### config.mk
export PLATFORM = sky130hd
export DESIGN_NAME = mem_access_unit_flat
export DESIGN_NICKNAME = d
export VERILOG_FILES = /design/src/rtl/mem_access_if.sv /design/src/rtl/mem_access_unit.sv /design/src/flat_wrapper.sv
export SDC_FILE = /design/constraint.sdc
export NUM_CORES = 1
export LEC_CHECK = 0
export CAP_MARGIN = 10
export CORE_ASPECT_RATIO = 1.25
export CORE_MARGIN = 8
export CORE_UTILIZATION = 51
export DETAILED_ROUTE_END_ITERATION = 8
export HOLD_SLACK_MARGIN = 0.05
export PLACE_DENSITY_LB_ADDON = 0.05
export SLEW_MARGIN = 40
export SYNTH_ARGS = -nofsm -noshare
export SYNTH_HDL_FRONTEND = slang
export SYNTH_SLANG_ARGS = --single-unit
### constraint.sdc
create_clock -name clk -period 7.59 [get_ports clk]
set_input_delay 1.518 -clock clk [delete_from_list [all_inputs] [get_ports clk]]
set_output_delay 1.518 -clock clk [all_outputs]
set_load 0.01 [all_outputs]
### src/rtl/mem_access_if.sv
// Request/response and data-memory signal bundle for the load/store sequencer.
// The slave modport is the sequencer; the master modport is its environment.
interface mem_access_if;
   logic        req_valid;
   logic        req_ready;
   logic        req_we;
   logic [1:0]  req_size;
   logic        req_unsigned;
   logic [8:0]  req_addr;
   logic [31:0] req_wdata;
   logic        resp_valid;
   logic [31:0] resp_rdata;
   logic        resp_err;
   logic [6:0]  mem_addr;
   logic [31:0] mem_wdata;
   logic        mem_we;
   logic [31:0] mem_rdata;

   // Handshake: a request transfers on the rising edge where req_valid & req_ready;
   // the requester holds req_* stable until then. resp_valid is a single-cycle
   // pulse with no backpressure.
   modport slave (
      input  req_valid, req_we, req_size, req_unsigned, req_addr, req_wdata, mem_rdata,
      output req_ready, resp_valid, resp_rdata, resp_err, mem_addr, mem_wdata, mem_we
   );

   modport master (
      output req_valid, req_we, req_size, req_unsigned, req_addr, req_wdata, mem_rdata,
      input  req_ready, resp_valid, resp_rdata, resp_err, mem_addr, mem_wdata, mem_we
   );
endinterface

### src/rtl/mem_access_unit.sv
// Load/store sequencer for a 128 x 32 synchronous data memory: word stores write
// directly, sub-word stores read-modify-write, loads extract and extend a lane.
module mem_access_unit (
   input  logic         clk,
   input  logic         rst_n,
   mem_access_if.slave  bus,
   output logic [2:0]   dbg_state
);

   typedef enum logic [2:0] {
      IDLE = 3'd0,
      RD   = 3'd1,
      EXT  = 3'd2,
      WR   = 3'd3,
      WRM  = 3'd4,
      ERR  = 3'd5
   } state_t;

   state_t      state;
   logic        l_we;
   logic [1:0]  l_size;
   logic        l_uns;
   logic [1:0]  l_off;
   logic [31:0] l_wdata;
   logic        req_bad;
   logic [7:0]  lane_b;
   logic [15:0] lane_h;
   logic [31:0] ext_data;
   logic [31:0] merged;

   assign req_bad = (bus.req_size == 2'b11) ||
                    ((bus.req_size == 2'b01) && bus.req_addr[0]) ||
                    ((bus.req_size == 2'b10) && (bus.req_addr[1:0] != 2'b00));

   assign bus.req_ready = (state == IDLE);
   assign bus.mem_we    = (state == WR) || (state == WRM);
   assign dbg_state     = state;

   // Lane select/extend for loads and lane merge for read-modify-write stores.
   always_comb begin
      lane_b   = bus.mem_rdata[{l_off, 3'b000} +: 8];
      lane_h   = l_off[1] ? bus.mem_rdata[31:16] : bus.mem_rdata[15:0];
      ext_data = bus.mem_rdata;
      merged   = bus.mem_rdata;
      case (l_size)
         2'b00: begin
            ext_data = l_uns ? {24'h0, lane_b} : {{24{lane_b[7]}}, lane_b};
            merged[{l_off, 3'b000} +: 8] = l_wdata[7:0];
         end
         2'b01: begin
            ext_data = l_uns ? {16'h0, lane_h} : {{16{lane_h[15]}}, lane_h};
            if (l_off[1]) merged[31:16] = l_wdata[15:0];
            else          merged[15:0]  = l_wdata[15:0];
         end
         default: begin
            ext_data = bus.mem_rdata;
            merged   = l_wdata;
         end
      endcase
   end

   always_comb begin
      bus.mem_wdata = 32'h0;
      if (state == WR)       bus.mem_wdata = l_wdata;
      else if (state == WRM) bus.mem_wdata = merged;
   end

   always_ff @(posedge clk or negedge rst_n) begin
      if (!rst_n) begin
         state          <= IDLE;
         l_we           <= 1'b0;
         l_size         <= 2'b00;
         l_uns          <= 1'b0;
         l_off          <= 2'b00;
         l_wdata        <= 32'h0;
         bus.mem_addr   <= 7'h0;
         bus.resp_valid <= 1'b0;
         bus.resp_err   <= 1'b0;
         bus.resp_rdata <= 32'h0;
      end else begin
         bus.resp_valid <= 1'b0;
         bus.resp_err   <= 1'b0;
         case (state)
            IDLE: begin
               if (bus.req_valid) begin
                  l_we         <= bus.req_we;
                  l_size       <= bus.req_size;
                  l_uns        <= bus.req_unsigned;
                  l_off        <= bus.req_addr[1:0];
                  l_wdata      <= bus.req_wdata;
                  bus.mem_addr <= bus.req_addr[8:2];
                  if (req_bad)                                 state <= ERR;
                  else if (bus.req_we && bus.req_size == 2'b10) state <= WR;
                  else                                         state <= RD;
               end
            end
            RD:  state <= l_we ? WRM : EXT;
            EXT: begin
               bus.resp_rdata <= ext_data;
               bus.resp_valid <= 1'b1;
               state          <= IDLE;
            end
            WR, WRM: begin
               bus.resp_valid <= 1'b1;
               state          <= IDLE;
            end
            ERR: begin
               bus.resp_valid <= 1'b1;
               bus.resp_err   <= 1'b1;
               state          <= IDLE;
            end
            default: state <= IDLE;
         endcase
      end
   end

endmodule

### src/flat_wrapper.sv
// flat-port wrapper written by rule: the top's interface ports become plain ports
module mem_access_unit_flat 
  (clk, rst_n, dbg_state, bus_req_valid, bus_req_we, bus_req_size, bus_req_unsigned, bus_req_addr, bus_req_wdata, bus_mem_rdata, bus_req_ready, bus_resp_valid, bus_resp_rdata, bus_resp_err, bus_mem_addr, bus_mem_wdata, bus_mem_we);
  mem_access_if bus_i ();
  input  logic clk;
  input  logic rst_n;
  output logic [2:0] dbg_state;
  input wire logic [$bits(bus_i.req_valid)-1:0] bus_req_valid;
  input wire logic [$bits(bus_i.req_we)-1:0] bus_req_we;
  input wire logic [$bits(bus_i.req_size)-1:0] bus_req_size;
  input wire logic [$bits(bus_i.req_unsigned)-1:0] bus_req_unsigned;
  input wire logic [$bits(bus_i.req_addr)-1:0] bus_req_addr;
  input wire logic [$bits(bus_i.req_wdata)-1:0] bus_req_wdata;
  input wire logic [$bits(bus_i.mem_rdata)-1:0] bus_mem_rdata;
  output wire logic [$bits(bus_i.req_ready)-1:0] bus_req_ready;
  output wire logic [$bits(bus_i.resp_valid)-1:0] bus_resp_valid;
  output wire logic [$bits(bus_i.resp_rdata)-1:0] bus_resp_rdata;
  output wire logic [$bits(bus_i.resp_err)-1:0] bus_resp_err;
  output wire logic [$bits(bus_i.mem_addr)-1:0] bus_mem_addr;
  output wire logic [$bits(bus_i.mem_wdata)-1:0] bus_mem_wdata;
  output wire logic [$bits(bus_i.mem_we)-1:0] bus_mem_we;
  assign bus_i.req_valid = bus_req_valid;
  assign bus_i.req_we = bus_req_we;
  assign bus_i.req_size = bus_req_size;
  assign bus_i.req_unsigned = bus_req_unsigned;
  assign bus_i.req_addr = bus_req_addr;
  assign bus_i.req_wdata = bus_req_wdata;
  assign bus_i.mem_rdata = bus_mem_rdata;
  assign bus_req_ready = bus_i.req_ready;
  assign bus_resp_valid = bus_i.resp_valid;
  assign bus_resp_rdata = bus_i.resp_rdata;
  assign bus_resp_err = bus_i.resp_err;
  assign bus_mem_addr = bus_i.mem_addr;
  assign bus_mem_wdata = bus_i.mem_wdata;
  assign bus_mem_we = bus_i.mem_we;
  mem_access_unit u_core (.clk(clk), .rst_n(rst_n), .bus(bus_i), .dbg_state(dbg_state));
endmodule
==> impl_metrics.csv <==
group,metric,value,unit
status,outcome,"completed",
clock_tree,cts_setup_buffers,0,
sta,setup_tns,0,ns
clock_tree,clock_path_buffers,2,
synth,ys_seq_area_frac,0.414,
sta,fmax,0.196,GHz
global_routing,antenna_found_initial,0,
die,die_area,13100,um2
min_path,worstHoldPathCells,2,
die,core,9510,um2
power_and_ir_drop,max-vdd-ir-drop,327,uV
sta,max_slew_margin,0.462,
min_path,min-delay-start,"u_core.bus.resp_rdata[20]",
flow_run,cap_viol_max_count,0,
placement,globalplace.congestion,0.959,
setup_path,ff2ff_path_depth,4,
setup_path,worstPathRequired,6.07,ns
finish,drive_gt1_frac,0.156,
clock_tree,clock-root-buffer,"clkbuf_16",
placement,dp.cells,739,
finish,fin_cells,755,
sta,skew,0.00710,ns
global_routing,grt.busiest_layer,"met2",
sta,timing.final.hold_violations,0,
drt,routed-via-count,4861,
synth,yosysUniqueCellTypes,45,
drt,routed_wl,17800,um
drt,avgViaCountPerCell,6.44,
sta,layout_setup_ws,2.50,ns
synth,avgSynthCellArea,10.2,um2
global_routing,grt_pass1_vias,4969,
finish,area_delta_synth_final,38.3,%
synth,synth.area.top_cells,"dfrtp_1, mux2_2, a221o_1",
drt,drt-initial-drc-count,428,
drt,ant_nets,0,
global_routing,grt_pass1_wl,28200,um
sta,min_period,5.09,ns
finish,layout_commonest_cell,"clkdlybuf4s50_1",
clock_tree,cts.repair.resized,0,
synth,yosysTopAreaCell,"dfrtp_1",
global_routing,track_usage,0.269,
synth,synth_async_sr_flop_share,1.00,
setup_path,path_class,"flip-flop to primary output",
clock_tree,cts_tree,"done",
clock_tree,cts_max_level,3,
synth,synth_edf_count,0,
placement,hpwl,12800,um
setup_path,reg2reg_slack,5.41,ns
setup_path,timing.rr.start,"u_core.dbg_state[1]",
clock_tree,cts_buffers,9,
global_routing,grt_remaining_overflow,0,
placement,pre_cts_ws,2.80,ns
synth,syn_area,4950,um2
synth,synthFlopType,"dfrtp_1",
finish,diodes,0,
synth,ys_warn_count,0,
setup_path,crit_arrival,3.57,ns
setup_path,worst-path-max-fanout,13,
power_and_ir_drop,powerDensity,420,nW/um2
synth,synth_top_area_share,0.414,
min_path,hp-class,"flip-flop to flip-flop",
global_routing,use_met2,0.440,
sta,rsz0062_at_grt,"no",
global_routing,gr-usage-met1,0.324,
die,die_x,104,um
setup_path,reg2reg_to,"u_core.bus.resp_rdata[23]",
sta,setup_violations,0,
min_path,min_to,"u_core.bus.resp_rdata[20]",
clock_tree,cts_hold_buf,0,
power_and_ir_drop,power.leakage,0.00275,uW
synth,synth_seq_cells,82,
drt,dr.pass1.iters,5,
placement,port_buffers,157,
synth,synthCells,487,
sta,drv_slew,0,
sta,final.period_utilization,0.671,
setup_path,crit_path_start_kind,"flip-flop",
sta,worstMarginPinSlew,0.806,ns
finish,final_nets,709,
drt,post-route-drc-count,0,
setup_path,crit_path_end_kind,"primary output",
power_and_ir_drop,power,2870,uW
die,num_rows,40,
die,initial_core_util,0.521,
die,io_pins,158,
global_routing,gr-usage-met3,0.0735,
drt,routedWlPerCell,23.5,um
global_routing,grt_max_degree,83,
die,die_h,126,um
synth,syn-num-nets,572,
clock_tree,cts.sink_count,82,
clock_tree,clkLatencyLatePin,0.34,ns
clock_tree,path_clk_slew,0.06,ns
finish,final_cell_mix,"clkdlybuf4s50_1, dfrtp_1, mux2_2",
flip-flops by register name (all words and copies together) (netlist names), 2 cells and up:
register / count
u_core.l_off: 2
u_core.dbg_state: 3
u_core.l_wdata: 32
u_core.l_size: 2
u_core.bus.mem_addr: 7
u_core.bus.resp_rdata: 32
cell usage after synthesis (all sizes together) (2+ instances only):
cell type  instances
dfrtp             82
mux2              63
nand2             36
nand3             34
a221o             31
buf               29
a21oi             26
nor2              25
a32oi             17
o21ai             15
a22oi             11
inv               10
nand4             10
o211ai            10
nand2b             9
and3               8
nor3               8
a22o               7
clkbuf             7
a21o               5
a32o               5
ha                 5
nor2b              5
nor3b              5
o22ai              4
a21boi             3
mux2i              3
nand3b             3
nand4b             2
worst max-delay path by stage:
stage,start,end,cells past startpoint,slack (ns)
2_1_floorplan,u_core.l_off[1],bus_mem_wdata[0],8,3.65
3_3_place_gp,bus_mem_rdata[31],bus_mem_wdata[31],4,2.81
3_5_place_dp,bus_mem_rdata[31],bus_mem_wdata[31],4,2.80
4_1_cts,u_core.l_off[0],bus_mem_wdata[7],7,2.50
5_1_grt,u_core.l_off[0],bus_mem_wdata[2],7,2.36
6_report,u_core.l_off[0],bus_mem_wdata[2],7,2.50
per-layer routing:
metal / vias up / wire (um)
met2: 267 / 8810
met4: 0 / 615
met1: 2396 / 6930
met5: - / 0
li1: 2152 / -
met3: 46 / 1420
critical path, stage by stage, from the launching register on:
cell and delay [ns]:
dfrtp_1 0.66, inv_1 0.27, ha_1 0.45, and4bb_2 0.40, a211oi_1 0.08, o21ai_0 0.58, a32o_1 0.25, clkdlybuf4s50_1 0.55
cells by family after synthesis:
| family | share of synthesized area |
|---|---|
| AND/OR/NAND/NOR | 0.160 |
| AO/OA/AOI/OAI | 0.209 |
| buffers and inverters | 0.0480 |
| XOR/XNOR | 0.00177 |
| adder cells (fa/ha/maj) | 0.0126 |
| multiplexers | 0.154 |
| flip-flops | 0.414 |
power breakdown:
group | leakage (uW) | switching [uW] | internal, uW
Sequential | 0.000994 | 227 | 651
Clock | 0.000151 | 176 | 271
Combinational | 0.00161 | 758 | 792
stage by stage:
stage	hold slack (ns)	utilization	instance area (um2)
final	0.491	0.720	6850
after global placement	0.476	0.686	6520
after detailed placement	0.482	0.688	6540
after global routing	0.516	0.720	6850
after floorplan	0.481	-	4950
after CTS	0.495	0.720	6840
cell type report:
cell class                 count  area (um2)
clock buffer                  11         253
clock inverter                 5        52.6
fill                         720        2660
inverter                      11        41.3
multi-input combinational    358        2680
sequential                    82        2050
tap                          126         158
timing repair buffer         162        1610
(Power assumes the default switching activity.)
